--- config.mk ---
export PLATFORM = sky130hd
export DESIGN_NAME = serial_adder_ctrl
export DESIGN_NICKNAME = d
export VERILOG_FILES = /design/src/rtl/coa_pkg.sv /design/src/rtl/full_adder_cell.sv /design/src/rtl/serial_adder_ctrl.sv
export SDC_FILE = /design/constraint.sdc
export NUM_CORES = 1
export LEC_CHECK = 0
export CORE_ASPECT_RATIO = 1.4
export CORE_MARGIN = 4
export CORE_UTILIZATION = 30
export CTS_CLUSTER_SIZE = 10
export DETAILED_ROUTE_END_ITERATION = 7
export DONT_BUFFER_PORTS = 1
export SLEW_MARGIN = 30
export SYNTH_ARGS = -nofsm -noshare
export SYNTH_HDL_FRONTEND = slang
export SYNTH_SLANG_ARGS = --single-unit
--- constraint.sdc ---
create_clock -name clk -period 1.6 [get_ports clk]
set_input_delay 0 -clock clk [delete_from_list [all_inputs] [get_ports clk]]
set_output_delay 0 -clock clk [all_outputs]
set_load 0.01 [all_outputs]
--- src/rtl/coa_pkg.sv ---
// Shared constants and FSM state encoding for the bit-serial adder controller.
package coa_pkg;

  localparam int unsigned COA_WIDTH_DEFAULT = 8;

  typedef enum logic [1:0] {
    ST_IDLE  = 2'd0,
    ST_SHIFT = 2'd1,
    ST_DONE  = 2'd2
  } coa_state_t;

  // Bit-counter width able to hold 0..width-1 (at least one bit).
  function automatic int unsigned coa_cnt_width(input int unsigned width);
    return (width > 1) ? $clog2(width) : 1;
  endfunction

endpackage

--- src/rtl/full_adder_cell.sv ---
// One-bit full adder used as the single arithmetic cell of the serial adder.
module full_adder_cell (
  input  logic a,
  input  logic b,
  input  logic cin,
  output logic s,
  output logic cout
);

  assign s    = a ^ b ^ cin;
  assign cout = (a & b) | (cin & (a ^ b));

endmodule

--- src/rtl/serial_adder_ctrl.sv ---
// Bit-serial adder: one full-adder cell stepped LSB first over WIDTH cycles.
// Define SERIAL_ADD_SUB_EN to add the sub port and two's-complement subtraction.
module serial_adder_ctrl
  import coa_pkg::*;
#(
  parameter int unsigned WIDTH = COA_WIDTH_DEFAULT
) (
  input  logic             clk,
  input  logic             rst,
  input  logic             start,
  input  logic [WIDTH-1:0] op_a,
  input  logic [WIDTH-1:0] op_b,
`ifdef SERIAL_ADD_SUB_EN
  input  logic             sub,
`endif
  output logic             busy,
  output logic             done,
  output logic [WIDTH-1:0] sum,
  output logic             cout,
  output logic             ovf
);

  localparam int unsigned CNT_W = coa_cnt_width(WIDTH);
  localparam logic [CNT_W-1:0] CNT_LAST = CNT_W'(WIDTH - 1);

  coa_state_t       state_q, state_d;
  logic [WIDTH-1:0] a_q, a_d;
  logic [WIDTH-1:0] b_q, b_d;
  logic [WIDTH-1:0] res_q, res_d;
  logic [CNT_W-1:0] cnt_q, cnt_d;
  logic             carry_q, carry_d;
  logic             busy_q, busy_d;
  logic             done_q, done_d;
  logic             cout_q, cout_d;
  logic             ovf_q, ovf_d;
  logic             fa_b, fa_s, fa_cout;

`ifdef SERIAL_ADD_SUB_EN
  logic             sub_q, sub_d;
  // Subtraction feeds inverted B bits; the +1 comes from the preset carry.
  assign fa_b = b_q[0] ^ sub_q;
`else
  assign fa_b = b_q[0];
`endif

  full_adder_cell u_fa (
    .a    (a_q[0]),
    .b    (fa_b),
    .cin  (carry_q),
    .s    (fa_s),
    .cout (fa_cout)
  );

  always_ff @(posedge clk) begin
    if (rst) begin
      state_q <= ST_IDLE;
      a_q     <= '0;
      b_q     <= '0;
      res_q   <= '0;
      cnt_q   <= '0;
      carry_q <= 1'b0;
      busy_q  <= 1'b0;
      done_q  <= 1'b0;
      cout_q  <= 1'b0;
      ovf_q   <= 1'b0;
`ifdef SERIAL_ADD_SUB_EN
      sub_q   <= 1'b0;
`endif
    end else begin
      state_q <= state_d;
      a_q     <= a_d;
      b_q     <= b_d;
      res_q   <= res_d;
      cnt_q   <= cnt_d;
      carry_q <= carry_d;
      busy_q  <= busy_d;
      done_q  <= done_d;
      cout_q  <= cout_d;
      ovf_q   <= ovf_d;
`ifdef SERIAL_ADD_SUB_EN
      sub_q   <= sub_d;
`endif
    end
  end

  // Next-state, datapath and registered-flag logic.
  always_comb begin
    state_d = state_q;
    a_d     = a_q;
    b_d     = b_q;
    res_d   = res_q;
    cnt_d   = cnt_q;
    carry_d = carry_q;
    busy_d  = 1'b0;
    done_d  = 1'b0;
    cout_d  = cout_q;
    ovf_d   = ovf_q;
`ifdef SERIAL_ADD_SUB_EN
    sub_d   = sub_q;
`endif

    case (state_q)
      ST_IDLE: begin
        if (start) begin
          a_d     = op_a;
          b_d     = op_b;
          cnt_d   = '0;
`ifdef SERIAL_ADD_SUB_EN
          sub_d   = sub;
          carry_d = sub;
`else
          carry_d = 1'b0;
`endif
          busy_d  = 1'b1;
          state_d = ST_SHIFT;
        end
      end

      ST_SHIFT: begin
        busy_d  = 1'b1;
        res_d   = {fa_s, res_q[WIDTH-1:1]};
        a_d     = a_q >> 1;
        b_d     = b_q >> 1;
        carry_d = fa_cout;
        cnt_d   = cnt_q + CNT_W'(1);
        if (cnt_q == CNT_LAST) begin
          // Carry into the MSB is carry_q; carry out is the cell's cout.
          cout_d  = fa_cout;
          ovf_d   = carry_q ^ fa_cout;
          done_d  = 1'b1;
          state_d = ST_DONE;
        end
      end

      ST_DONE: begin
        state_d = ST_IDLE;
      end

      default: begin
        state_d = ST_IDLE;
      end
    endcase
  end

  assign busy = busy_q;
  assign done = done_q;
  assign sum  = res_q;
  assign cout = cout_q;
  assign ovf  = ovf_q;

endmodule

==> impl_metrics.ini <==
[outcome]
status = finished clean

[synth]
ys.flop_type = dfxtp_1
synthAdderAreaFrac = 0.0318
ys_types = 25
synth-compound-area-share = 0.208
syn-cell-area_sq_mm = 0.00142
yosysTopAreaCell = dfxtp_1
muxShareOfSynthArea = 0.00707
synthXorXnorAreaFrac = 0.00618
avgSynthCellArea_sq_um = 8.74
synthArstFlopShare = 0
synth_edf_count = 0
yosysTopAreaCellShare = 0.481
seq_area_frac_synth = 0.481
synth-seq-cells = 34
netlist_instances = 162
synth_top_family_by_area = simple AND/OR/NAND/NOR gates
yosys_warnings = 0
yosys.area_share.simple = 0.213
yosys-top-cells-area = dfxtp_1 (48%), nand2_1 (11%), a311oi_2 (8.5%)
syn-num-nets = 184
yosysMostFrequentCell = nand2_1
synth_top_cells_by_count = nand2_1 (43), dfxtp_1 (34), nor2_1 (23)

[placed_design]
io_buffers = 0
postPlaceCellArea_sq_mm = 0.00147
placed_cells = 216
dp_hpwl_um = 2010
place_congestion = 0.683

[sta]
tightest_slew_ns = 0.464
rsz0062_at_grt = no
slew_headroom = 0.691
fmax_mhz = 715
hold_viol = 0
min_period_ns = 1.40
clock_skew_ns = 0.00501
setup_viol = 0
post-route-period-util = 0.874
finalSetupTns_ns = 0
timing.hold.ws_ns = 0.0301
drv_slew = 0

[routing]
drc = 0
ant_nets = 0
wl_per_cell_um = 12.7
vias = 1172
via_per_inst = 4.82
finalWirelength_um = 3100
drt_pass1_iterations = 4
first_iter_violations = 74

[die]
core_area_sq_mm = 0.00454
dieArea_sq_mm = 0.00590
die_width_um = 66.1
rows = 29
die_h_um = 89.3
initial_core_util = 0.312
pin_count = 31

[power_and_ir_drop]
p_clk_frac = 0.368
power_leakage_nw = 0.639
power.switching_w = 0.000438
intPower_w = 0.00133
comb_power_share = 0.114
swShare = 0.247
pwr-share-seq = 0.517
peakVddDrop_mv = 0.551
power_density_mw_per_mm2 = 1000

[grt]
antenna_found_initial = 0
grtUsageTotal = 0.118
grt_pass1_vias = 1161
grt_max_degree = 35
overflow = 0
grt_pass1_wl_um = 5350

[clocking]
cts_resized = 0
ctsHoldBuffers = 19
cts_buffers = 5
clock_latency_ns = 0.29
cts.sinks = 34
cts-root-buf = clkbuf_8
htreeDepth = 2
cts_tree = yes
path_clk_slew_ns = 0.07
cts_setup_buffers = 0
clk_path_buf_depth = 2

[critical_path]
critPathArrivalTime_ns = 1.59
cp.required_ns = 1.79
worst_setup_path_start_kind = flop
worstSetupEndpointType = flop
cp_max_fo = 15
crit_type = flop to flop

[layout]
antenna_cells = 0
fin_util = 0.389
final_nets = 202
final_cells = 243
fin_area_sq_mm = 0.00176
areaGrowthSynthToFinish_pct = 24.5
drive_gt1_frac = 0.110

[run]
cap_viol_max_count = 0

[min_path]
hold_class = input port to flop
[layout make-up]
class / instances / area [sq um]
tap: 62 / 77.6
clock buffer: 7 / 86.3
inverter: 3 / 11.3
fill: 478 / 2770
sequential: 34 / 681
multi-input combinational: 113 / 659
timing repair buffer: 23 / 243
clock inverter: 1 / 5.00
[power by group through the flow]
stage	Clock, W	Combinational, W	Sequential (W)
2_1_floorplan	0	0.000137	0.000928
6_report	0.000652	0.000202	0.000916
5_1_grt	0.000718	0.000226	0.000922
3_5_place_dp	0	0.000148	0.000935
3_3_place_gp	0	0.000146	0.000934
4_1_cts	0.000673	0.000205	0.000916
[final timing paths]
path / startpoint / to / slack [ns] / depth (start not counted)
worst max-delay path: state_q[0] / cout / 0.20 / 3
worst min-delay path: start / busy / 0.03 / 2
worst max register to register: state_q[0] / cout / 0.20 / 3
worst min register to register: a_q[6] / a_q[6] / 0.48 / 2
[registers in the layout, indices dropped and copies added, names as in the netlist]
register	flops
cout	1
a_q	8
state_q	2
sum	8
ovf	1
busy	1
cnt_q	3
b_q	8
done	1
carry_q	1
[cell usage in the layout, fill, tap and decap left out]
cell type	netlist	final
nand2_1	43	43
dfxtp_1	34	34
nor2_1	23	23
dlygate4sd3_1	0	18
a21oi_1	11	11
a311oi_2	8	8
a311oi_1	7	7
clkbuf_8	0	6
inv_1	3	3
nand3b_1	3	3
buf_4	4	3
nand2b_1	2	2
o21ai_0	2	2
a22oi_1	2	2
ha_1	2	2
buf_12	0	2
o21bai_1	1	1
a2bb2oi_1	1	1
and2b_1	1	1
xnor2_1	1	1
nand3_1	1	1
nor2b_1	1	1
a211oi_1	1	1
mux2i_1	1	1
a2111oi_0	1	1
fa_1	1	1
clkbuf_1	4	1
clkinv_2	0	1
[kinds of logic (layout without fill, tap and decap cells)]
group	after synthesis	count (layout)
AO/OA/AOI/OAI	34	34
XOR/XNOR	1	1
adder cells (fa/ha/maj)	3	3
buffers and inverters	15	34
flip-flops	34	34
multiplexers	1	1
AND/OR/NAND/NOR	74	74
[metrics by stage]
stage               total power, W  setup slack [ns]
finish                     0.00177             0.201
global route               0.00187            0.0839
CTS                        0.00179             0.221
detailed placement         0.00108             0.243
global placement           0.00108             0.274
floorplan                  0.00106             0.325
[worst max-delay path, cell delays in order, from the launching register on]
cell      delay, ns
dfxtp_1        0.45
and2b_1        0.46
a21oi_1        0.14
a311oi_1       0.26
[metal layers]
metal / up-vias / track usage / share of wire
li1: 588 / - / -
met1: 551 / 0.135 / 0.45
met2: 28 / 0.197 / 0.47
met3: 5 / 0.0465 / 0.066
met4: 0 / 0.0444 / 0.015
met5: - / 0 / 0
Note: power is estimated with default switching activity, not from simulation.
